`src/rtl/store_pkg.sv`:
```
// rtl/store_pkg.sv - shared encodings, FSM states and buffer entry type for the store issue path
package store_pkg;

  localparam logic [1:0] ST_SB = 2'b00;
  localparam logic [1:0] ST_SH = 2'b01;
  localparam logic [1:0] ST_SW = 2'b10;

  typedef enum logic {IDLE, ISSUE} state_t;

  typedef struct packed {
    logic [31:0] addr;
    logic [31:0] wdata;
    logic [3:0]  wstrb;
  } entry_t;

endpackage

```
`src/rtl/store_issue_ctrl_if.sv`:
```
// rtl/store_issue_ctrl_if.sv - store request, memory write port and status signals of the store issue controller
interface store_issue_ctrl_if;

  logic        st_valid;
  logic        st_ready;
  logic [1:0]  st_sel;
  logic [31:0] st_addr;
  logic [31:0] st_data;
  logic        flush;
  logic        mem_valid;
  logic        mem_ready;
  logic [31:0] mem_addr;
  logic [31:0] mem_wdata;
  logic [3:0]  mem_wstrb;
  logic        misalign_err;
  logic        timeout_err;
  logic        busy;

  modport master (
    output st_valid, st_sel, st_addr, st_data, flush, mem_ready,
    input  st_ready, mem_valid, mem_addr, mem_wdata, mem_wstrb,
           misalign_err, timeout_err, busy
  );

  modport slave (
    input  st_valid, st_sel, st_addr, st_data, flush, mem_ready,
    output st_ready, mem_valid, mem_addr, mem_wdata, mem_wstrb,
           misalign_err, timeout_err, busy
  );

endinterface

```
`src/rtl/store_fifo.sv`:
```
// rtl/store_fifo.sv - synchronous store buffer; can flush everything or everything but the head in flight
module store_fifo
  import store_pkg::*;
#(
  parameter  int DEPTH = 2,
  localparam int PW    = $clog2(DEPTH),
  localparam int CW    = $clog2(DEPTH + 1)
) (
  input  logic          clk,
  input  logic          rst_n,
  input  logic          push,
  input  logic          pop,
  input  logic          flush_keep_head,
  input  logic          flush_all,
  input  entry_t        din,
  output entry_t        head,
  output logic          full,
  output logic          empty,
  output logic [CW-1:0] count
);

  entry_t        mem [DEPTH];
  logic [PW-1:0] rd_ptr;
  logic [PW-1:0] wr_ptr;

  assign head  = mem[rd_ptr];
  assign full  = (count == CW'(DEPTH));
  assign empty = (count == '0);

  always_ff @(posedge clk) begin
    if (push) mem[wr_ptr] <= din;
  end

  // Pointers wrap naturally because DEPTH is a power of two.
  always_ff @(posedge clk or negedge rst_n) begin
    if (!rst_n) begin
      rd_ptr <= '0;
      wr_ptr <= '0;
      count  <= '0;
    end else if (flush_all) begin
      wr_ptr <= rd_ptr;
      count  <= '0;
    end else if (flush_keep_head) begin
      rd_ptr <= pop ? rd_ptr + PW'(1) : rd_ptr;
      wr_ptr <= rd_ptr + PW'(1);
      count  <= pop ? '0 : CW'(1);
    end else begin
      if (push) wr_ptr <= wr_ptr + PW'(1);
      if (pop)  rd_ptr <= rd_ptr + PW'(1);
      count <= count + CW'(push) - CW'(pop);
    end
  end

endmodule

```
`src/rtl/store_issue_ctrl.sv`:
```
// rtl/store_issue_ctrl.sv - aligns, lane-formats and buffers RV32I stores, then issues them to data memory with a watchdog
module store_issue_ctrl
  import store_pkg::*;
#(
  parameter int DEPTH   = 2,
  parameter int TIMEOUT = 16
) (
  input logic               clk,
  input logic               rst_n,
  store_issue_ctrl_if.slave bus
);

  localparam int TW = $clog2(TIMEOUT + 1);
  localparam int CW = $clog2(DEPTH + 1);

  state_t        state;
  state_t        state_nxt;
  entry_t        fmt;
  entry_t        head;
  logic          bad;
  logic          accept;
  logic          push;
  logic          pop;
  logic          handshake;
  logic          timeout_hit;
  logic          full;
  logic          empty;
  logic          ready_en;
  logic          mem_valid_c;
  logic          misalign_q;
  logic          timeout_q;
  logic [CW-1:0] count;
  logic [TW-1:0] timer;

  // ready_en keeps st_ready low through reset and rises on the first edge after release.
  assign bus.st_ready = ready_en && !full && !bus.flush;
  assign accept       = bus.st_valid && bus.st_ready;
  assign push         = accept && !bad;
  assign handshake    = (state == ISSUE) && bus.mem_ready;
  assign timeout_hit  = (state == ISSUE) && !bus.mem_ready && (timer == TW'(TIMEOUT - 1));
  assign pop          = handshake || timeout_hit;

  always_comb begin
    fmt       = '0;
    bad       = 1'b0;
    fmt.addr  = {bus.st_addr[31:2], 2'b00};
    case (bus.st_sel)
      ST_SB: begin
        fmt.wdata = {4{bus.st_data[7:0]}};
        fmt.wstrb = 4'b0001 << bus.st_addr[1:0];
      end
      ST_SH: begin
        fmt.wdata = {2{bus.st_data[15:0]}};
        fmt.wstrb = bus.st_addr[1] ? 4'b1100 : 4'b0011;
        bad       = bus.st_addr[0];
      end
      ST_SW: begin
        fmt.wdata = bus.st_data;
        fmt.wstrb = 4'b1111;
        bad       = (bus.st_addr[1:0] != 2'b00);
      end
      default: bad = 1'b1;
    endcase
  end

  store_fifo #(.DEPTH(DEPTH)) u_fifo (
    .clk             (clk),
    .rst_n           (rst_n),
    .push            (push),
    .pop             (pop),
    .flush_keep_head (bus.flush && (state == ISSUE)),
    .flush_all       (bus.flush && (state == IDLE)),
    .din             (fmt),
    .head            (head),
    .full            (full),
    .empty           (empty),
    .count           (count)
  );

  always_ff @(posedge clk or negedge rst_n) begin
    if (!rst_n) state <= IDLE;
    else        state <= state_nxt;
  end

  // After a handshake, stay in ISSUE only if an entry survives (no bubble between back-to-back writes).
  always_comb begin
    state_nxt   = state;
    mem_valid_c = 1'b0;
    case (state)
      IDLE: begin
        if (!empty && !bus.flush) state_nxt = ISSUE;
      end
      ISSUE: begin
        mem_valid_c = 1'b1;
        if (timeout_hit)
          state_nxt = IDLE;
        else if (handshake && !(((count > CW'(1)) && !bus.flush) || push))
          state_nxt = IDLE;
      end
      default: state_nxt = IDLE;
    endcase
  end

  always_ff @(posedge clk or negedge rst_n) begin
    if (!rst_n) begin
      timer      <= '0;
      ready_en   <= 1'b0;
      misalign_q <= 1'b0;
      timeout_q  <= 1'b0;
    end else begin
      ready_en   <= 1'b1;
      misalign_q <= accept && bad;
      timeout_q  <= timeout_hit;
      if ((state == ISSUE) && !pop) timer <= timer + TW'(1);
      else                          timer <= '0;
    end
  end

  assign bus.mem_valid    = mem_valid_c;
  assign bus.mem_addr     = mem_valid_c ? head.addr  : '0;
  assign bus.mem_wdata    = mem_valid_c ? head.wdata : '0;
  assign bus.mem_wstrb    = mem_valid_c ? head.wstrb : '0;
  assign bus.misalign_err = misalign_q;
  assign bus.timeout_err  = timeout_q;
  assign bus.busy         = (count != '0) || (state == ISSUE);

endmodule

```
`src/flat_wrapper.sv`:
```
// flat-port wrapper written by rule: the top's interface ports become plain ports
module store_issue_ctrl_flat import store_pkg::*;
#(
  parameter int DEPTH   = 2,
  parameter int TIMEOUT = 16
)
  (clk, rst_n, bus_st_valid, bus_st_sel, bus_st_addr, bus_st_data, bus_flush, bus_mem_ready, bus_st_ready, bus_mem_valid, bus_mem_addr, bus_mem_wdata, bus_mem_wstrb, bus_misalign_err, bus_timeout_err, bus_busy);
  store_issue_ctrl_if bus_i ();
  input logic clk;
  input logic rst_n;
  input wire logic [$bits(bus_i.st_valid)-1:0] bus_st_valid;
  input wire logic [$bits(bus_i.st_sel)-1:0] bus_st_sel;
  input wire logic [$bits(bus_i.st_addr)-1:0] bus_st_addr;
  input wire logic [$bits(bus_i.st_data)-1:0] bus_st_data;
  input wire logic [$bits(bus_i.flush)-1:0] bus_flush;
  input wire logic [$bits(bus_i.mem_ready)-1:0] bus_mem_ready;
  output wire logic [$bits(bus_i.st_ready)-1:0] bus_st_ready;
  output wire logic [$bits(bus_i.mem_valid)-1:0] bus_mem_valid;
  output wire logic [$bits(bus_i.mem_addr)-1:0] bus_mem_addr;
  output wire logic [$bits(bus_i.mem_wdata)-1:0] bus_mem_wdata;
  output wire logic [$bits(bus_i.mem_wstrb)-1:0] bus_mem_wstrb;
  output wire logic [$bits(bus_i.misalign_err)-1:0] bus_misalign_err;
  output wire logic [$bits(bus_i.timeout_err)-1:0] bus_timeout_err;
  output wire logic [$bits(bus_i.busy)-1:0] bus_busy;
  assign bus_i.st_valid = bus_st_valid;
  assign bus_i.st_sel = bus_st_sel;
  assign bus_i.st_addr = bus_st_addr;
  assign bus_i.st_data = bus_st_data;
  assign bus_i.flush = bus_flush;
  assign bus_i.mem_ready = bus_mem_ready;
  assign bus_st_ready = bus_i.st_ready;
  assign bus_mem_valid = bus_i.mem_valid;
  assign bus_mem_addr = bus_i.mem_addr;
  assign bus_mem_wdata = bus_i.mem_wdata;
  assign bus_mem_wstrb = bus_i.mem_wstrb;
  assign bus_misalign_err = bus_i.misalign_err;
  assign bus_timeout_err = bus_i.timeout_err;
  assign bus_busy = bus_i.busy;
  store_issue_ctrl #(.DEPTH(DEPTH), .TIMEOUT(TIMEOUT)) u_core (.clk(clk), .rst_n(rst_n), .bus(bus_i));
endmodule
```
`config.mk`:
```
export PLATFORM = sky130hd
export DESIGN_NAME = store_issue_ctrl_flat
export DESIGN_NICKNAME = d
export VERILOG_FILES = /design/src/rtl/store_pkg.sv /design/src/rtl/store_issue_ctrl_if.sv /design/src/rtl/store_fifo.sv /design/src/rtl/store_issue_ctrl.sv /design/src/flat_wrapper.sv
export SDC_FILE = /design/constraint.sdc
export NUM_CORES = 1
export LEC_CHECK = 0
export ABC_CLOCK_PERIOD_IN_PS = 4370
export CAP_MARGIN = 0
export CORE_ASPECT_RATIO = 0.9
export CORE_UTILIZATION = 45
export DETAILED_ROUTE_END_ITERATION = 12
export HOLD_SLACK_MARGIN = 0.05
export PLACE_DENSITY = 0.75
export SETUP_SLACK_MARGIN = 0.15
export SYNTH_ARGS = -nofsm -noshare
export SYNTH_HDL_FRONTEND = slang
export SYNTH_HIERARCHICAL = 1
export SYNTH_SLANG_ARGS = --single-unit
export TNS_END_PERCENT = 100
```
`constraint.sdc`:
```
create_clock -name clk -period 4.37 [get_ports clk]
set_input_delay 0.874 -clock clk [delete_from_list [all_inputs] [get_ports clk]]
set_output_delay 0.874 -clock clk [all_outputs]
set_load 0.02 [all_outputs]
```
==> impl_metrics.csv <==
group,metric,value,unit
status,status,"completed",
timing,timing.fmax,286,MHz
route,first_pass_iters,4,
timing,worst_clock_skew,0.00998,ns
pwr,ir_drop,0.000277,V
floorplan,start_util,46.5,%
timing,setup_slack,0.870,ns
grt,grt_use_total,18.3,%
placement,pre_cts_slack,1.07,ns
timing,period_share,80.1,%
timing,period_needed,3.50,ns
timing,rsz0062_at_grt,"false",
floorplan,io_pins,144,
synth,post_synth_inst_count,438,
grt,grt_antenna_before_repair,0,
route,drt_iter0_markers,318,
placement,dpl_cell_area,8150,um^2
placement,io_buffers,143,
cells_and_area,final_net_count,660,
grt,grt.overflow.total,0,
timing,finalHoldViolCount,0,
clock_network,h-tree-depth,4,
pwr,p_per_area,513,nW/um^2
timing,fin_setup_tns,0,ns
clock_network,clk_path_buf_depth,2,
critical_path,cp.required,3.50,ns
route,viasPerCell,4.95,
grt,grt_max_degree,72,
critical_path,setup.worst_path.end_class,"output port",
clock_network,ctsResizeCount,0,
route,drc_errors,0,
cells_and_area,diodes,0,
grt,grt_pass1_wl,20.0,mm
route,num_vias,3898,
floorplan,num_rows,41,
cells_and_area,layout-drive-gt1-share,17.1,%
synth,ys_seq_area_share,67.3,%
clock_network,hold_buffers,0,
synth,synth_cell_types,33,
critical_path,cp.arrival,2.63,ns
pwr,combPwrFrac,29.1,%
clock_network,clock_sinks,149,
synth,syn_avg_cell_area,15.0,um^2
synth,yosysWarningCount,6,
grt,grt_pass1_vias,3882,
clock_network,clk_latency,0.41,ns
clock_network,clk_pin_slew,0.05,ns
pwr,switching_share,27.9,%
synth,synth_top_area_share,62.3,%
run,maxCapViolCount,0,
critical_path,critPathKind,"flop to output port",
floorplan,die_y,117,um
pwr,power_frac_seq,41.2,%
pwr,power_leakage,3.15,nW
floorplan,coreArea,14100,um^2
synth,synthTopCellsByArea,"edfxtp_1, mux2_2, and2_1",
pwr,switchingPower,0.00124,W
critical_path,crit_path_max_fanout,71,
synth,yosysTopAreaCell,"edfxtp_1",
placement,dpl.hpwl,8.36,mm
critical_path,critPathLaunchType,"flop",
clock_network,cts-root-buf,"clkbuf_16",
cells_and_area,area_growth,32.3,%
pwr,p_int,0.00321,W
synth,mappedNetlistArea,6560,um^2
floorplan,die_area,15100,um^2
clock_network,cts_made_buffers,17,
min_path,hold_path.class,"flop to flop",
timing,setup_viol,0,
floorplan,die_w,129,um
timing,maxSlewViolCount,0,
pwr,p_clk_share,29.7,%
route,drt_wl_total,12.8,mm
cells_and_area,design_area,8670,um^2
cells_and_area,fin_util,61.5,%
route,ant_nets,0,
synth,ys_seq_elements,149,
placement,place_congestion,0.823,
timing,relSlewSlack,36.2,%
clock_network,cts_tree,"done",
clock_network,post_cts_buffers,0,
timing,tightestPinTransition,0.958,ns
route,routedWlPerCell,16.2,um
==> Yosys cell counts <==
cell type / n
o211ai_1: 1
nand2b_1: 2
a21o_1: 16
nor3b_1: 2
and2_1: 70
xor2_1: 1
dfrtp_1: 13
a211oi_1: 1
edfxtp_1: 136
xnor3_1: 1
or3b_1: 2
nor3_1: 2
nand3_1: 1
o31ai_1: 1
nor2_1: 18
nor2b_1: 5
o21ai_0: 11
nand4b_1: 1
or2_2: 1
a21oi_1: 13
buf_6: 9
conb_1: 2
ha_1: 4
or3_1: 2
and3_1: 3
inv_1: 13
clkbuf_1: 9
nand2_1: 10
mux2_2: 68
buf_4: 1
buf_2: 6
mux2i_1: 10
xnor2_1: 3
==> logic make-up (layout without fill, tap and decap cells) <==
family,Yosys count,after routing,share of synthesized area (%)
adders and majority gates,4,4,0.764
other,2,5,0.115
xor gates and xnor gates,5,5,0.878
AOI/OAI and AO/OA,43,43,4.01
DFF,149,149,67.3
buffers and inverters,38,192,3.38
and+or+nand+nor,119,119,10.4
muxes,78,78,13.2
==> layout by cell type, fill, tap and decap left out, types with 3 or more instances in the layout <==
master,netlist,layout
clkinv_2,0,3
and3_1,3,3
a21oi_1,13,13
ha_1,4,4
o21ai_0,11,11
mux2i_1,10,10
nand2_1,10,10
nor2b_1,5,4
clkdlybuf4s50_1,0,143
edfxtp_1,136,136
buf_4,1,6
dfrtp_1,13,11
conb_1,2,5
nor2_1,18,18
clkinv_1,0,3
inv_1,13,13
xnor2_1,3,3
mux2_2,68,68
a21o_1,16,16
clkbuf_16,0,17
and2_1,70,69
clkbuf_1,9,4
==> power by group through the flow <==
| stage | sequential, W | clock [W] | combinational, W |
|---|---|---|---|
| 2_1_floorplan | 0.00170 | 0 | 0.000966 |
| 3_3_place_gp | 0.00186 | 0 | 0.00129 |
| 3_5_place_dp | 0.00187 | 0 | 0.00130 |
| 4_1_cts | 0.00184 | 0.00135 | 0.00131 |
| 5_1_grt | 0.00187 | 0.00141 | 0.00139 |
| 6_report | 0.00183 | 0.00132 | 0.00129 |
==> cell type report <==
cell class	instances	area [um^2]
fill	1063	5430
inverter	13	48.8
multi-input combinational	254	1950
clock buffer	21	440
clock inverter	8	86.3
timing repair buffer	150	1500
tap	193	241
sequential	149	4410
==> metal layers <==
metal	routed length, um	vias up	share of wire, %	global-route usage, %
li1	-	1866	-	-
met1	5580	1892	44	23.7
met2	6240	131	49	29.1
met3	853	9	6.7	5.54
met4	118	0	0.92	7.37
met5	0	-	0	0
==> per-stage QoR <==
stage | instances | total power [W] | hold WS [ns]
5_1_grt | 788 | 0.00466 | 0.494
4_1_cts | 788 | 0.00450 | 0.462
3_3_place_gp | 759 | 0.00316 | 0.444
2_1_floorplan | 441 | 0.00266 | 0.433
3_5_place_dp | 759 | 0.00317 | 0.456
6_report | 788 | 0.00445 | 0.460
==> state kept, by name, indices dropped and copies added (netlist names) <==
signal	cells
u_core/ready_en	1
u_core/state	1
u_core/u_fifo/count	2
u_core/bus.timeout_err	1
u_core/u_fifo/rd_ptr	1
u_core/bus.misalign_err	1
u_core/u_fifo/wr_ptr	1
u_core/timer	5
u_core/u_fifo/mem	136
==> critical path: stages, from the launching register on <==
cell and delay, ns:
dfrtp_4 1.05, mux2_2 0.43, and2_1 0.16, clkdlybuf4s50_1 0.53
==> final timing paths <==
check	start	end	slack [ns]	cells after the start
max in group asynchronous	rst_n	u_core/u_fifo/rd_ptr$_DFFE_PN0P_	3.07	1
setup reg to reg	u_core/u_fifo/count[1]$_DFF_PN0_	u_core/u_fifo/mem[1][41]$_DFFE_PP_	1.94	6
min in group asynchronous	rst_n	u_core/bus.timeout_err$_DFF_PN0_	0.84	1
setup / recovery	u_core/u_fifo/rd_ptr$_DFFE_PN0P_	bus_mem_addr[1]	0.87	3
hold reg to reg	u_core/timer[0]$_DFF_PN0_	u_core/timer[0]$_DFF_PN0_	0.46	1
hold / removal	u_core/timer[0]$_DFF_PN0_	u_core/timer[0]$_DFF_PN0_	0.46	1
(Power assumes the default switching activity.)
